<file path="src/rtl/win_check_sequencer.sv">
// Win detector for the drop-four game: walks the four line directions through
// the last-placed cell, reading the board RAM one cell per step.
module win_check_sequencer #(
   parameter int COLS    = 7,
   parameter int ROWS    = 6,
   parameter int CELL_W  = 2,
   parameter int WIN_LEN = 4,
   parameter int ADDR_W  = 6
) (
   input  logic              CLOCK_50,
   input  logic              reset,
   input  logic              check_for_winner,
   input  logic [2:0]        last_col,
   input  logic [2:0]        last_row,
   input  logic              turn,
   output logic              rd_en,
   output logic [ADDR_W-1:0] rd_addr,
   input  logic [CELL_W-1:0] rd_data,
   output logic              busy,
   output logic              done_check_winner,
   output logic              winner
);

   typedef enum logic [2:0] {IDLE, SETUP, STEP, COMPARE, DONE} state_t;

   localparam logic signed [3:0] COLS_S   = 4'(COLS);
   localparam logic signed [3:0] ROWS_S   = 4'(ROWS);
   localparam logic [2:0]        MAX_STEP = 3'(WIN_LEN - 1);
   localparam logic [3:0]        WIN_CNT  = 4'(WIN_LEN);

   state_t            state_q, state_n;
   logic [2:0]        col_q, col_n, row_q, row_n;
   logic [CELL_W-1:0] colour_q, colour_n;
   logic [1:0]        dir_q, dir_n;
   logic              side_q, side_n;      // 0 = adding delta, 1 = subtracting
   logic [2:0]        step_q, step_n;
   logic [3:0]        count_q, count_n, count_inc;
   logic              winner_q, winner_n;
   logic              end_side;

   logic signed [3:0] step_s, off_c, off_r, tgt_c, tgt_r;
   logic              in_range;
   logic [ADDR_W-1:0] tgt_addr;

   // Target cell for the current step; bounds are checked in signed space so
   // stepping off an edge never aliases into a neighbouring row.
   always_comb begin
      step_s = signed'({1'b0, step_q});
      off_c  = (dir_q != 2'd1) ? step_s : 4'sd0;
      if (dir_q == 2'd0)
         off_r = 4'sd0;
      else if (dir_q == 2'd3)
         off_r = -step_s;
      else
         off_r = step_s;
      if (side_q) begin
         off_c = -off_c;
         off_r = -off_r;
      end
      tgt_c    = signed'({1'b0, col_q}) + off_c;
      tgt_r    = signed'({1'b0, row_q}) + off_r;
      in_range = (step_q <= MAX_STEP) &&
                 (tgt_c >= 4'sd0) && (tgt_c < COLS_S) &&
                 (tgt_r >= 4'sd0) && (tgt_r < ROWS_S);
      tgt_addr = ADDR_W'(tgt_r[2:0]) * ADDR_W'(COLS) + ADDR_W'(tgt_c[2:0]);
   end

   assign count_inc = count_q + 4'd1;

   always_comb begin
      state_n  = state_q;
      col_n    = col_q;
      row_n    = row_q;
      colour_n = colour_q;
      dir_n    = dir_q;
      side_n   = side_q;
      step_n   = step_q;
      count_n  = count_q;
      winner_n = winner_q;
      end_side = 1'b0;
      rd_en    = 1'b0;
      rd_addr  = '0;

      case (state_q)
         IDLE: begin
            if (check_for_winner) begin
               col_n    = last_col;
               row_n    = last_row;
               colour_n = turn ? CELL_W'(2) : CELL_W'(1);
               winner_n = 1'b0;
               dir_n    = 2'd0;
               state_n  = SETUP;
            end
         end
         SETUP: begin
            count_n = 4'd1;
            side_n  = 1'b0;
            step_n  = 3'd1;
            state_n = STEP;
         end
         STEP: begin
            if (in_range) begin
               rd_en   = 1'b1;
               rd_addr = tgt_addr;
               state_n = COMPARE;
            end else begin
               end_side = 1'b1;
            end
         end
         COMPARE: begin
            if (rd_data == colour_q) begin
               if (count_inc >= WIN_CNT) begin
                  winner_n = 1'b1;
                  state_n  = DONE;
               end else begin
                  count_n = count_inc;
                  step_n  = step_q + 3'd1;
                  state_n = STEP;
               end
            end else begin
               end_side = 1'b1;
            end
         end
         DONE:    state_n = IDLE;
         default: state_n = IDLE;
      endcase

      // Shared side/direction advance for both out-of-range and colour-miss exits.
      if (end_side) begin
         if (!side_q) begin
            side_n  = 1'b1;
            step_n  = 3'd1;
            state_n = STEP;
         end else if (dir_q != 2'd3) begin
            dir_n   = dir_q + 2'd1;
            state_n = SETUP;
         end else begin
            winner_n = 1'b0;
            state_n  = DONE;
         end
      end
   end

   always_ff @(posedge CLOCK_50 or posedge reset) begin
      if (reset) begin
         state_q  <= IDLE;
         col_q    <= '0;
         row_q    <= '0;
         colour_q <= '0;
         dir_q    <= '0;
         side_q   <= 1'b0;
         step_q   <= '0;
         count_q  <= '0;
         winner_q <= 1'b0;
      end else begin
         state_q  <= state_n;
         col_q    <= col_n;
         row_q    <= row_n;
         colour_q <= colour_n;
         dir_q    <= dir_n;
         side_q   <= side_n;
         step_q   <= step_n;
         count_q  <= count_n;
         winner_q <= winner_n;
      end
   end

   assign busy              = (state_q != IDLE);
   assign done_check_winner = (state_q == DONE);
   assign winner            = winner_q;

endmodule

</file>
<file path="config.mk">
export PLATFORM = sky130hd
export DESIGN_NAME = win_check_sequencer
export DESIGN_NICKNAME = d
export VERILOG_FILES = /design/src/rtl/win_check_sequencer.sv
export SDC_FILE = /design/constraint.sdc
export NUM_CORES = 1
export LEC_CHECK = 0
export BUFFER_PORTS_ARGS = -buffer_cell sky130_fd_sc_hd__buf_2
export CELL_PAD_IN_SITES_DETAIL_PLACEMENT = 2
export CELL_PAD_IN_SITES_GLOBAL_PLACEMENT = 2
export CORE_MARGIN = 3
export CORE_UTILIZATION = 36
export CTS_CLUSTER_SIZE = 40
export DETAILED_ROUTE_END_ITERATION = 10
export PLACE_DENSITY = 0.88
export RECOVER_POWER = 100
export SKIP_CTS_REPAIR_TIMING = 1
export SYNTH_ARGS = -nofsm -noshare
export SYNTH_HDL_FRONTEND = slang
export SYNTH_SLANG_ARGS = --single-unit
</file>
<file path="constraint.sdc">
create_clock -name CLOCK_50 -period 7.65 [get_ports CLOCK_50]
set_input_delay 1.53 -clock CLOCK_50 [delete_from_list [all_inputs] [get_ports CLOCK_50]]
set_output_delay 1.53 -clock CLOCK_50 [all_outputs]
set_load 0.02 [all_outputs]
</file>
# Yosys cells after proc, flatten, opt, wreduce, memory -nomap -nowiden
# Index checks and enable logic that the tools add are counted.
dict set report totals {
  ff_bits 22
  latchBits 0
  ramBits 0
  romBits 0
  inputBits 12
  output_inout_bits 10
  elab_cells 93
  memories 0
}
dict set report op_classes {
  n_addsub 9
  mul 1
  div_mod_pow 0
  order_cmp 6
  eq_ne 13
  shift 0
  mux 44
  bitwise_logic 0
  reduce_logical 11
}
# op count
set ops {}
lappend ops {{$mux W3} 12}
lappend ops {{$mux W4} 6}
lappend ops {{$mux W1} 13}
lappend ops {{$mux W2} 6}
lappend ops {{$mux W6} 2}
lappend ops {{$pmux W3 S4} 1}
lappend ops {{$ne A3 B3 Y1 const B} 3}
lappend ops {{$add A4 B4 Y4} 2}
lappend ops {{$ge A4 B1 Y1 const B} 2}
lappend ops {{$lt A4 B4 Y1 const B} 2}
lappend ops {{$neg A3 Y4} 2}
lappend ops {{$pmux W4 S2} 1}
lappend ops {{$add A6 B3 Y6} 1}
lappend ops {{$eq A3 B2 Y1 const B} 2}
lappend ops {{$mul A3 B3 Y6 const B} 1}
lappend ops {{$ne A2 B2 Y1 const B} 3}
lappend ops {{$pmux W3 S2} 1}
lappend ops {{$reduce_and A3 Y1} 2}
lappend ops {{$add A4 B1 Y4 const B} 1}
lappend ops {{$ge A4 B3 Y1 const B} 1}
lappend ops {{$logic_and A1 B1 Y1} 4}
lappend ops {{$neg A4 Y4} 1}
lappend ops {{$pmux W1 S2} 2}
lappend ops {{$add A3 B1 Y3 const B} 1}
lappend ops {{12 further kinds} 12}

# Longest topological paths before layout
# Gate-level depths: netlist of run 1.
dict set report logic_depth {
  depth_word 14
  depth_mapped 20
  ltp_nobuf 20
}

# Worst setup path before layout of run 1
# No wires, ideal clock.
dict set report synth_timing {
  path_kind {reg-to-output}
  start {register step_q[1]}
  end {output rd_addr[5]}
  t_arrival_ps 4718
  required_time_ps 6120
  slack_ps 1402
  stages_incl_launch_ff 21
  path_buffers 0
  cell_sequence {dfrtp_1 > inv_1 > ha_1 > mux2i_1 > or2_2 > ha_1 > nand2_1 > o21ai_0 > inv_1 > fa_1 > xnor2_1 > inv_1 > fa_1 > inv_1 > fa_1 > fa_1 > inv_1 > a21o_1 > a21oi_1 > xor2_1 > nor2_1}
}
dict set report synth_between {
  elab_chain_len 11
  word_cells_on_any_way 23
  cone_classes {add/sub: 6; mul: 1; order compare: 5; mux: 7; reduce/logical: 4}
}
# element line
set synth_rtl {}
lappend synth_rtl {{start: declaration} 36} ;# logic [2:0] step_q, step_n;
lappend synth_rtl {{start signal: assignment} 162} ;# step_q <= step_n;
lappend synth_rtl {{parallel branches: the longest is 9 deep, another holds $mul A3 B3 Y6} -}
lappend synth_rtl {{$mux W6 *} 102} ;# if (in_range) begin
lappend synth_rtl {{$mux W6 *} 84} ;# case (state_q)
lappend synth_rtl {{end: declaration} 17} ;# output logic [ADDR_W-1:0] rd_addr,
# Mark *: on every way between the ends.

# Worst setup path in the final report of run 1
dict set report layout_timing {
  start {register step_q[1]}
  end {output rd_addr[4]}
}
# The elaborated chain is that of the path after synthesis.

==> results_dict.tcl, run 1 <==
set metrics [dict create \
    insertion_delay_ns 0.28 \
    reg2reg_to "state_q[1]" \
    ys_types 49 \
    hold_depth 2 \
    yosysWarnings 0 \
    detail-route-antenna-nets 0 \
    drc_errors 0 \
    fin_setup_tns_ns 0 \
    met3_usage_pct 2.22 \
    synth_most_common_cell "inv_1" \
    multi_input_area_um2 1310 \
    fin_crit_sh_pct 94.2 \
    area_delta_synth_final_pct 10.2 \
    grt_pass1_vias 1877 \
    synthCells 231 \
    max-slew-margin-rel_pct 41.4 \
    dr.pass1.iters 4 \
    vias_per_cell 5.30 \
    worstRegToRegCells 17 \
    root_buffer "clkbuf_8" \
    clock.fmax_ghz 0.139 \
    grt_usage_pct 19.3 \
    use_met2_pct 34.9 \
    grt_overflow 0 \
    post_synth.cell_area_avg_um2 8.74 \
    pin_count 22 \
    drtIter0Drc 77 \
    cp-end-kind "primary output" \
    synth_flop_cell "dfrtp_1" \
    synth_edf_count 0 \
    htreeDepth 1 \
    wire_per_inst_um 17.9 \
    synth_nets 275 \
    period_needed_ns 7.21 \
    grt_max_degree 23 \
    synthTopCellsByCount "inv_1, nand2_1, ha_1" \
    reg2reg_slack_ns 2.89 \
    finalClockSkew_ns 0.0129 \
    cts_buffers 3 \
    cts_max_path_buffers 2 \
    seq_area_um2 551 \
    fill_cells 627 \
    die_w_um 80.9 \
    min_to "col_q[2]" \
    io_buffers 21 \
    hp-class "flip-flop to flip-flop" \
    status "complete, no violations" \
    crit_path_start_kind "flip-flop" \
    grt_pass1_wl_um 9470 \
    worstHoldStart "col_q[2]" \
    async_reset_ff_share_pct 100 \
    r2r-start "step_q[1]" \
    grt.met1_usage_pct 23.5 \
    vias 1702 \
    rows 26 \
    hold_viol 0 \
    grt_busiest_layer "met2" \
    layout.nets 296 \
    die_area_um2 6540 \
    dpl.hpwl_um 4290 \
    crit_type "flip-flop to primary output" \
    worst_ep_required_time_ns 6.12 \
    diodes 0 \
    syn_area_um2 2020 \
    finalMaxSlewViolations 0 \
    cap_violations 0 \
    clk_pin_slew_ns 0.09 \
    wirelength_um 5740 \
    tightest_slew_ns 0.878 \
    cts_tree "yes" \
    rsz0062_at_grt "false" \
    drive_gt1_share_pct 10.4 \
    cts_sinks 22 \
    yosysTopAreaCell "dfrtp_1" \
    setup_violations 0 \
    synth_top_area_share_pct 27.3 \
    synth_area_leaders "dfrtp_1, ha_1, fa_1, inv_1, nand2_1" \
    ys_seq_area_share_pct 27.3 \
    antenna_found_initial 0 \
    yosys_register_bits 22 \
    core-area_um2 5270 \
    gp_congestion 0.737 \
    start_util_pct 38.3 \
    die_h_um 80.9 \
    critPathMaxFanout 9 \
    cp.arrival_ns 5.68 \
]
-- worst max-delay path, cell delays in order, from the launching register on --
cell,delay [ns]
dfrtp_1,0.57
inv_1,0.13
ha_1,0.40
mux2i_1,0.11
or2_2,0.31
ha_1,0.28
nand2_1,0.05
o21ai_0,0.13
inv_1,0.11
fa_1,0.43
xnor2_1,0.38
inv_1,0.19
fa_1,0.57
inv_1,0.06
fa_1,0.55
inv_1,0.06
ha_1,0.29
a21o_1,0.18
a21oi_1,0.17
xor2_1,0.08
nor2_1,0.10
clkbuf_1,0.24
-- sequential cells by signal, summed over array words and instances (netlist names) --
signal,cells
state_q,3
count_q,4
side_q,1
dir_q,2
step_q,3
winner,1
row_q,3
col_q,3
colour_q,2
-- layer usage --
layer / share of wire (%) / routed length (µm)
met5: 0 / 0
met3: 2.1 / 120
met2: 52 / 2990
met4: 2.3 / 134
met1: 44 / 2500
-- worst max-delay path by stage --
| stage | slack (ns) | startpoint | cells past startpoint | end |
|---|---|---|---|---|
| after floorplan | 1.40 | step_q[1] | 20 | rd_addr[5] |
| after global placement | 1.16 | step_q[1] | 21 | rd_addr[4] |
| after detailed placement | 0.78 | step_q[1] | 21 | rd_addr[4] |
| after CTS | 0.42 | step_q[1] | 21 | rd_addr[5] |
| after global routing | 0.07 | step_q[1] | 21 | rd_addr[4] |
| final | 0.44 | step_q[1] | 21 | rd_addr[4] |
-- area by class of cell --
cell class                      count  area share [%]
Clock inverter                      1            1.35
Timing Repair Buffer               21            4.16
Multi-Input combinational cell    174            58.9
Sequential cell                    22            24.8
Inverter                           30            5.06
Clock buffer                        3            1.86
Tap cell                           70            3.94
-- cell usage in the layout, fill, tap and decap left out, types with 5 or more instances in the layout --
cell	count
buf_2	10
clkbuf_1	10
xor2_1	6
o21ai_0	8
a21oi_1	13
inv_1	30
fa_1	6
ha_1	26
nand3_1	5
dfrtp_1	22
nor2_1	14
nand2_1	29
nand2b_1	7
-- kinds of logic after synthesis --
group | synth area share [%]
AOI/OAI and AO/OA | 15.3
DFF | 27.3
xor gates and xnor gates | 4.34
buffers and inverters | 6.82
and+or+nand+nor | 21.1
muxes | 3.04
adders and majority gates | 22.1
-- through the flow --
| stage | hold WS (ns) | area, µm² | setup slack (ns) | std cells | utilization, % |
|---|---|---|---|---|---|
| floorplan | 0.452 | 2020 | 1.40 | 231 | - |
| global placement | 0.471 | 2190 | 1.16 | 317 | 41.5 |
| detailed placement | 0.473 | 2190 | 0.783 | 317 | 41.5 |
| CTS | 0.495 | 2260 | 0.416 | 321 | 42.8 |
| global route | 0.555 | 2220 | 0.0668 | 321 | 42.2 |
| finish | 0.486 | 2220 | 0.442 | 321 | 42.2 |
Power of run 1 is left out: the tool's default activity adds up to more than one toggle a clock period on the data nets, which glitch-free logic cannot reach.
==> run 2, diff against run 1 <==
- HOLD_SLACK_MARGIN: default -> 0.06
- RECOVER_POWER: 100 -> default
==> results_dict.tcl, run 2 (same netlist as run 1, synthesis figures left out) <==
set metrics [dict create \
    reg2reg_to "state_q[1]" \
    status "complete, no violations" \
    fin_crit_sh_pct 93.6 \
    die_w_um 80.9 \
    r2r-start "step_q[1]" \
    crit_type "flip-flop to primary output" \
    vias_per_cell 5.26 \
    cap_violations 0 \
    pin_count 22 \
    fin_setup_tns_ns 0 \
    die_area_um2 6540 \
    final_cell_mix "inv_1, nand2_1, ha_1" \
    root_buffer "clkbuf_8" \
    drc_errors 0 \
    cts_tree "yes" \
    cp.arrival_ns 5.63 \
    largest_reg_flops 4 \
    grt_usage_pct 19.3 \
    drive_gt1_share_pct 15.5 \
    cp-end-kind "primary output" \
    dpl.hpwl_um 4290 \
    wl_met1_um 2450 \
    die_h_um 80.9 \
    diodes 0 \
    reg2reg_slack_ns 3.03 \
    insertion_delay_ns 0.28 \
    final_util_pct 42.8 \
    regMostFlops "count_q" \
    layout.nets 296 \
    wl_met2_um 2970 \
    wl_met3_um 136 \
    fin_ws_ns 0.488 \
    wire_per_inst_um 17.7 \
    highest_layer "met4" \
    grt_max_degree 23 \
    setup_violations 0 \
    worst_ep_required_time_ns 6.12 \
    hold_viol 0 \
    hp-class "flip-flop to flip-flop" \
    placed_cells 317 \
    finalMaxSlewViolations 0 \
    place_ws_ns 0.783 \
    critPathMaxFanout 9 \
    dr.pass1.iters 4 \
    wirelength_um 5690 \
    cts_buffers 3 \
    cts_sinks 22 \
    grt_pass1_vias 1877 \
    cts_max_path_buffers 2 \
    start_util_pct 38.3 \
    gp_congestion 0.737 \
    max-slew-margin-rel_pct 41.8 \
    rows 26 \
    io_buffers 21 \
    hold_depth 2 \
    finalClockSkew_ns 0.0126 \
    antenna_found_initial 0 \
    crit_path_start_kind "flip-flop" \
    period_needed_ns 7.16 \
    clk_pin_slew_ns 0.09 \
    tightest_slew_ns 0.873 \
    core-area_um2 5270 \
    worstHoldStart "col_q[2]" \
    detail-route-antenna-nets 0 \
    fill_cells 619 \
    htreeDepth 1 \
    area_delta_synth_final_pct 11.8 \
    min_to "col_q[2]" \
    grt_pass1_wl_um 9470 \
    final_common_cell "inv_1" \
    vias 1689 \
    fin_cells 321 \
    rsz0062_at_grt "false" \
    worstRegToRegCells 17 \
    grt_overflow 0 \
    clock.fmax_ghz 0.140 \
    drtIter0Drc 58 \
]
==> run 2: changes by cell type in the layout (fill, tap and decap cells not counted) <==
cell | before | now
buf_2 | 10 | 21
mux2_1 | 1 | 0
o22ai_4 | 0 | 1
clkbuf_1 | 10 | 0
o22ai_1 | 3 | 2
a21oi_2 | 0 | 1
a21oi_1 | 13 | 12
mux2_4 | 1 | 2
and2_0 | 1 | 0
and2_1 | 2 | 3
clkbuf_2 | 1 | 0
==> run 2: worst max-delay path: stages, from the launching register on <==
cell and delay, ns:
dfrtp_1 0.56, inv_1 0.14, ha_1 0.40, mux2i_1 0.11, or2_2 0.31, ha_1 0.28
nand2_1 0.05, o21ai_0 0.14, inv_1 0.11, fa_1 0.43, xnor2_1 0.38, inv_1 0.19
fa_1 0.57, inv_1 0.06, fa_1 0.50, fa_1 0.46, inv_1 0.07, a21o_1 0.12
a21oi_1 0.08, xor2_1 0.15, nor2_1 0.08, buf_2 0.17
==> run 2: worst max-delay path by stage <==
stage	from	end	slack (ns)	cells past startpoint
3_5_place_dp	step_q[1]	rd_addr[4]	0.78	21
4_1_cts	step_q[1]	rd_addr[5]	0.42	21
6_report	step_q[1]	rd_addr[5]	0.49	21
3_3_place_gp	step_q[1]	rd_addr[4]	1.16	21
2_1_floorplan	step_q[1]	rd_addr[5]	1.40	20
5_1_grt	step_q[1]	rd_addr[5]	0.11	21
==> run 2: final cells by class <==
cell class              count  area [µm²]  area share, %
clock buffers               3        41.3           1.83
clock inverters             1        30.0           1.33
inverters                  30         113           4.99
multi-input cells         174        1330           58.9
flip-flops and latches     22         551           24.4
well taps                  70        87.6           3.88
repair buffers             21         105           4.66
==> run 2: per-layer routing <==
layer | GRT usage, % | up-vias
met2 | 34.9 | 25
met3 | 2.22 | 11
li1 | - | 816
met4 | 6.59 | 0
met5 | 0 | -
met1 | 23.5 | 837
==> run 2: metrics by stage <==
| stage | hold WS (ns) | instance area, µm² |
|---|---|---|
| floorplan | 0.452 | 2020 |
| global placement | 0.471 | 2190 |
| detailed placement | 0.473 | 2190 |
| CTS | 0.495 | 2260 |
| global route | 0.555 | 2260 |
| finish | 0.486 | 2260 |
Power of run 2 is left out for the same reason.
